**config.mk**
```make
export PLATFORM = sky130hd
export DESIGN_NAME = nibble_add_sequencer_flat
export DESIGN_NICKNAME = d
export VERILOG_FILES = /design/src/rtl/nibble_add_sequencer_if.sv /design/src/rtl/nibble_add_sequencer.sv /design/src/flat_wrapper.sv
export SDC_FILE = /design/constraint.sdc
export NUM_CORES = 1
export LEC_CHECK = 0
export CAP_MARGIN = 20
export CORE_MARGIN = 3
export CORE_UTILIZATION = 55
export CTS_CLUSTER_SIZE = 16
export DETAILED_ROUTE_END_ITERATION = 6
export GPL_TIMING_DRIVEN = 0
export PLACE_DENSITY = 0.92
export SETUP_SLACK_MARGIN = 0.15
export SYNTH_ARGS = -nofsm -noshare
export SYNTH_HDL_FRONTEND = slang
export SYNTH_HIERARCHICAL = 1
export SYNTH_SLANG_ARGS = --single-unit
```
**constraint.sdc**
```tcl
create_clock -name clk -period 5.62 [get_ports clk]
set_input_delay 1.405 -clock clk [delete_from_list [all_inputs] [get_ports clk]]
set_output_delay 1.405 -clock clk [all_outputs]
set_load 0.01 [all_outputs]
```
**src/rtl/nibble_add_sequencer_if.sv**
```systemverilog
// nibble_add_sequencer_if
//   Handshake and data bundle for the nibble-serial add/subtract sequencer.
//   master : drives start, op_sub, a, b; observes busy, done, sum, cout, ovf
//   slave  : the sequencer side (inverse directions)
interface nibble_add_sequencer_if;
    logic        start;
    logic        op_sub;
    logic [15:0] a;
    logic [15:0] b;
    logic        busy;
    logic        done;
    logic [15:0] sum;
    logic        cout;
    logic        ovf;

    modport master (
        output start, op_sub, a, b,
        input  busy, done, sum, cout, ovf
    );

    modport slave (
        input  start, op_sub, a, b,
        output busy, done, sum, cout, ovf
    );
endinterface

```
**src/rtl/nibble_add_sequencer.sv**
```systemverilog
// nibble_add_sequencer
//   16-bit add/subtract computed one nibble per cycle through a single
//   4-bit ripple adder. An accepted start is followed by 4 RUN cycles and a
//   single-cycle done pulse; results hold until the next accepted start.
//   clk   : system clock, rising edge
//   rst_n : asynchronous active-low reset
//   bus   : slave side of nibble_add_sequencer_if
//           (start, op_sub, a, b in; busy, done, sum, cout, ovf out)
//
//   state | meaning
//   IDLE  | waiting for start; results from the last operation held
//   RUN   | processing nibble idx_q (LSB first), 4 cycles
//   DONE  | result valid, done asserted; start here begins a new operation

module nibble_adder4 (
    input  logic [3:0] a,
    input  logic [3:0] b,
    input  logic       cin,
    output logic [3:0] s,
    output logic       cout
);
    logic [4:0] c;

    assign c[0] = cin;

    for (genvar i = 0; i < 4; i++) begin : g_fa
        assign s[i]   = a[i] ^ b[i] ^ c[i];
        assign c[i+1] = (a[i] & b[i]) | (c[i] & (a[i] ^ b[i]));
    end

    assign cout = c[4];
endmodule

module nibble_add_sequencer (
    input  logic                         clk,
    input  logic                         rst_n,
    nibble_add_sequencer_if.slave        bus
);
    typedef enum logic [1:0] {
        IDLE = 2'd0,
        RUN  = 2'd1,
        DONE = 2'd2
    } state_t;

    state_t      state_q, state_d;
    logic [1:0]  idx_q, idx_d;
    logic [15:0] a_q, a_d;
    logic [15:0] bp_q, bp_d;        // B, or ~B for subtract
    logic        sub_q, sub_d;
    logic        carry_q, carry_d;  // adder carry from the previous nibble
    logic [15:0] sum_q, sum_d;
    logic        cout_q, cout_d;
    logic        ovf_q, ovf_d;

    logic [3:0]  nib_a, nib_b, nib_s;
    logic        nib_cin, nib_co;
    logic [3:0]  lsb;

    assign lsb     = {idx_q, 2'b00};
    assign nib_a   = a_q[lsb +: 4];
    assign nib_b   = bp_q[lsb +: 4];
    // Subtract is a + ~b + 1: the +1 enters as carry-in of nibble 0.
    assign nib_cin = (idx_q == 2'd0) ? sub_q : carry_q;

    nibble_adder4 u_add (
        .a    (nib_a),
        .b    (nib_b),
        .cin  (nib_cin),
        .s    (nib_s),
        .cout (nib_co)
    );

    always_ff @(posedge clk or negedge rst_n) begin
        if (!rst_n) begin
            state_q <= IDLE;
            idx_q   <= 2'd0;
            a_q     <= 16'd0;
            bp_q    <= 16'd0;
            sub_q   <= 1'b0;
            carry_q <= 1'b0;
            sum_q   <= 16'd0;
            cout_q  <= 1'b0;
            ovf_q   <= 1'b0;
        end else begin
            state_q <= state_d;
            idx_q   <= idx_d;
            a_q     <= a_d;
            bp_q    <= bp_d;
            sub_q   <= sub_d;
            carry_q <= carry_d;
            sum_q   <= sum_d;
            cout_q  <= cout_d;
            ovf_q   <= ovf_d;
        end
    end

    always_comb begin
        state_d = state_q;
        idx_d   = idx_q;
        a_d     = a_q;
        bp_d    = bp_q;
        sub_d   = sub_q;
        carry_d = carry_q;
        sum_d   = sum_q;
        cout_d  = cout_q;
        ovf_d   = ovf_q;

        case (state_q)
            IDLE, DONE: begin
                if (bus.start) begin
                    a_d     = bus.a;
                    bp_d    = bus.op_sub ? ~bus.b : bus.b;
                    sub_d   = bus.op_sub;
                    idx_d   = 2'd0;
                    carry_d = 1'b0;
                    sum_d   = 16'd0;
                    cout_d  = 1'b0;
                    ovf_d   = 1'b0;
                    state_d = RUN;
                end else begin
                    state_d = IDLE;
                end
            end
            RUN: begin
                sum_d[lsb +: 4] = nib_s;
                carry_d         = nib_co;
                idx_d           = idx_q + 2'd1;
                if (idx_q == 2'd3) begin
                    cout_d  = nib_co;
                    // nib_s[3] is the final sum[15]
                    ovf_d   = (a_q[15] == bp_q[15]) && (nib_s[3] != a_q[15]);
                    state_d = DONE;
                end
            end
            default: state_d = IDLE;
        endcase
    end

    assign bus.busy = (state_q == RUN);
    assign bus.done = (state_q == DONE);
    assign bus.sum  = sum_q;
    assign bus.cout = cout_q;
    assign bus.ovf  = ovf_q;
endmodule

```
**src/flat_wrapper.sv**
```systemverilog
// flat-port wrapper written by rule: the top's interface ports become plain ports
module nibble_add_sequencer_flat 
  (clk, rst_n, bus_start, bus_op_sub, bus_a, bus_b, bus_busy, bus_done, bus_sum, bus_cout, bus_ovf);
  nibble_add_sequencer_if bus_i ();
  input  logic clk;
  input  logic rst_n;
  input wire logic [$bits(bus_i.start)-1:0] bus_start;
  input wire logic [$bits(bus_i.op_sub)-1:0] bus_op_sub;
  input wire logic [$bits(bus_i.a)-1:0] bus_a;
  input wire logic [$bits(bus_i.b)-1:0] bus_b;
  output wire logic [$bits(bus_i.busy)-1:0] bus_busy;
  output wire logic [$bits(bus_i.done)-1:0] bus_done;
  output wire logic [$bits(bus_i.sum)-1:0] bus_sum;
  output wire logic [$bits(bus_i.cout)-1:0] bus_cout;
  output wire logic [$bits(bus_i.ovf)-1:0] bus_ovf;
  assign bus_i.start = bus_start;
  assign bus_i.op_sub = bus_op_sub;
  assign bus_i.a = bus_a;
  assign bus_i.b = bus_b;
  assign bus_busy = bus_i.busy;
  assign bus_done = bus_i.done;
  assign bus_sum = bus_i.sum;
  assign bus_cout = bus_i.cout;
  assign bus_ovf = bus_i.ovf;
  nibble_add_sequencer u_core (.clk(clk), .rst_n(rst_n), .bus(bus_i));
endmodule
```
==> out/metrics.csv <==
metric,value,unit
post_cts_resize_count,0,
clock_path_buffers,2,
drt_wl_total,5757,microns
end_kind,register,
fin_crit_sh,72.40,%
worst-path-max-fanout,10,
worstSetupStartpointType,register,
fin_util,77.12,%
post-cts-setup-buffers,0,
diodes,0,
first_global_vias,2028,
rows,24,
grt_overflow_total,0,
via_per_inst,5.310,
p_per_area,581.5,nW/um^2
finClkSkew,0.008459,ns
design.die.area,5788,sq um
area_growth_syn_to_layout,29.46,%
arrival,4.29,ns
fin_total_pwr,2.033,mW
tritoncts,done,
synth-simple-area-share,15.01,%
leakagePower,1.612,nW
groute.usage.overall,20.85,%
drc_errors,0,
synth.avg_cell_area,10.98,sq um
finalSetupViolations,0,
worst_pin_slew,0.6399,ns
clkSinkCount,56,
relSlewSlack,57.34,%
ios,56,
drt_iter0_drc,134,
cts_root_buffer,clkbuf_8,
antenna_found_initial,0,
grt_setup_unrepaired,false,
fin_nets,354,
wl_per_cell,15.39,microns
die_w,76.08,microns
final_design_area_no_fill,3497,sq um
syn_nets,292,
drv_slew,0,
vias,1986,
drv_cap,0,
ant_nets,0,
critical_path.top_delay_family,adder cells,
max_freq,245.8,MHz
h-tree-depth,2,
place_ws,1.745,ns
ys_seq_area_share,51.88,%
max_stage_delay,0.52,ns
worst_ep_required_time,5.84,ns
min_period,4.069,ns
dpl_cell_area,3338,sq um
worstPathCellList,clkbuf_1 > inv_1 > ha_1 > mux2_2 > fa_1 > inv_1 > fa_1 > inv_1 > fa_1 > inv_1 > fa_1 > inv_1 > nor3b_1 > a21oi_1 > o21ai_0,
path_class,reg -> reg,
grt_max_degree,34,
portBuffers,54,
ys_warn_count,6,
synthAdderAreaFrac,5.743,%
postLayoutSetupSlackWorst,1.551,ns
cts_hold_buffers,0,
cts_buffers,5,
slowest_stage,clkbuf_1,
final_cell_mix,"70 x nand2_1, 56 x dfrtp_1, 53 x clkdlybuf4s50_1, 19 x o21ai_0, 18 x a22o_1",
synth_top_family_by_area,simple AND/OR/NAND/NOR gates,
ys_seq_elements,56,
start_util,59.58,%
hold_path_class,reg -> reg,
ys_types,31,
ff2ff_setup_slack,1.55,ns
synth-xor-area-share,5.188,%
ir_drop,0.3093,mV
dp_hpwl,4260,microns
crit_top_cell,inv_1,
core_area,4534,sq um
drive_above_1_share,11.33,%
setup_tns,0,ns
synth_compound_area_share,10.56,%
hold_viol_final,0,
path_buf_inv,6,
syn_inst,246,
muxShareOfSynthArea,7.226,%
grt_pass1_wl,9756,microns
cts.clk_slew.worst_paths,0.09,ns
chipHeight,76.08,microns
synth_area,2701,sq um
status,finished clean,
gp_congestion,0.8541,
insertion_delay,0.31,ns
final_common_cell,nand2_1,
dr.pass1.iters,4,
final cells by class:
cell class              instances  area, sq um
clock buffers                   5        68.82
flip-flops and latches         56         1401
inverters                      14        52.55
repair buffers                 55        555.5
multi-input cells             164         1181
well taps                      65        81.33
fillers                       297         1037
clock inverters                 3        90.09
plain buffers                  12        66.31
through the flow:
stage / hold slack (ns) / cells
detailed placement: 0.4651 / 366
global placement: 0.4541 / 365
CTS: 0.4856 / 374
global route: 0.5051 / 374
floorplan: 0.4373 / 246
finish: 0.4868 / 374
per-layer routing:
| layer | part of all wire, % | vias to the layer above | wire length (microns) | global-route usage [%] |
|---|---|---|---|---|
| met3 | 3.9 | 12 | 222 | 3.546 |
| li1 | - | 945 | - | - |
| met4 | 1.9 | 0 | 110 | 7.428 |
| met5 | 0 | - | 0 | 0 |
| met1 | 42 | 974 | 2439 | 26.08 |
| met2 | 52 | 55 | 2984 | 36.61 |
path summary, 6_finish.rpt:
| path | end | from | depth (start not counted) |
|---|---|---|---|
| min in group asynchronous | u_core/a_q[8]$_DFFE_PN0P_ | rst_n | 1 |
| worst max-delay path | u_core/bus.ovf$_DFFE_PN0P_ | u_core/idx_q[1]$_DFFE_PN0P_ | 15 |
| worst min-delay path | u_core/a_q[11]$_DFFE_PN0P_ | u_core/a_q[11]$_DFFE_PN0P_ | 2 |
| worst min register to register | u_core/a_q[11]$_DFFE_PN0P_ | u_core/a_q[11]$_DFFE_PN0P_ | 2 |
| max in group asynchronous | u_core/a_q[11]$_DFFE_PN0P_ | rst_n | 2 |
| worst max register to register | u_core/bus.ovf$_DFFE_PN0P_ | u_core/idx_q[1]$_DFFE_PN0P_ | 15 |
tightest hold or removal path: cells and delay by family, from the launching register on:
kind	cells	cell delay (ns)
flip-flops	1	0.35
AND/OR/NAND/NOR	2	0.11
power by group:
group / internal (mW) / switching (mW) / leakage [nW]
registers: 0.569 / 0.113 / 0.719
logic: 0.441 / 0.562 / 0.815
clock network: 0.223 / 0.125 / 0.0784
total: 1.23 / 0.801 / 1.61
sequential cells by signal, summed over array words and instances, names as in the netlist:
signal           cells
u_core/state_q       2
u_core/bus.cout      1
u_core/bus.ovf       1
u_core/a_q          16
u_core/bp_q         16
u_core/carry_q       1
u_core/sub_q         1
u_core/idx_q         2
u_core/bus.sum      16
cells in the mapped netlist:
cell type  instances  area (sq um)
buf_2              7         35.03
fa_1               4         80.08
clkbuf_4           1         7.510
nand4bb_1          1         11.26
o211ai_1           1         7.510
a21oi_1            5         25.02
nand2b_1           1         6.260
clkbuf_1           1         3.750
mux4_1             1         26.28
mux2_2             1         11.26
o21ai_0           19         95.09
a22o_1            18         157.7
mux4_2             7         157.7
nor3b_1            1         7.510
nor4_4             1         21.27
nor2b_2            1         8.760
nor2_1             2         7.510
nor2b_1            2         12.51
inv_1             13         48.80
nand3b_1           1         7.510
nand2_1           70         262.8
inv_2              1         3.750
nand3_1            3         15.01
clkbuf_2           1         5.000
buf_4              2         15.01
dfrtp_1           56          1401
nand2b_2           1         8.760
xnor2_1           16         140.1
nor4b_4            1         23.77
ha_1               6         75.07
nor3b_2            1         12.51
cell families (layout without fill, tap and decap cells):
kind of cell	after synthesis	count (layout)
AO/OA/AOI/OAI	43	43
XOR/XNOR	16	16
adder cells (fa/ha/maj)	10	10
buffers and inverters	26	89
flip-flops	56	56
multiplexers	9	9
AND/OR/NAND/NOR	86	86
(Power assumes the default switching activity.)
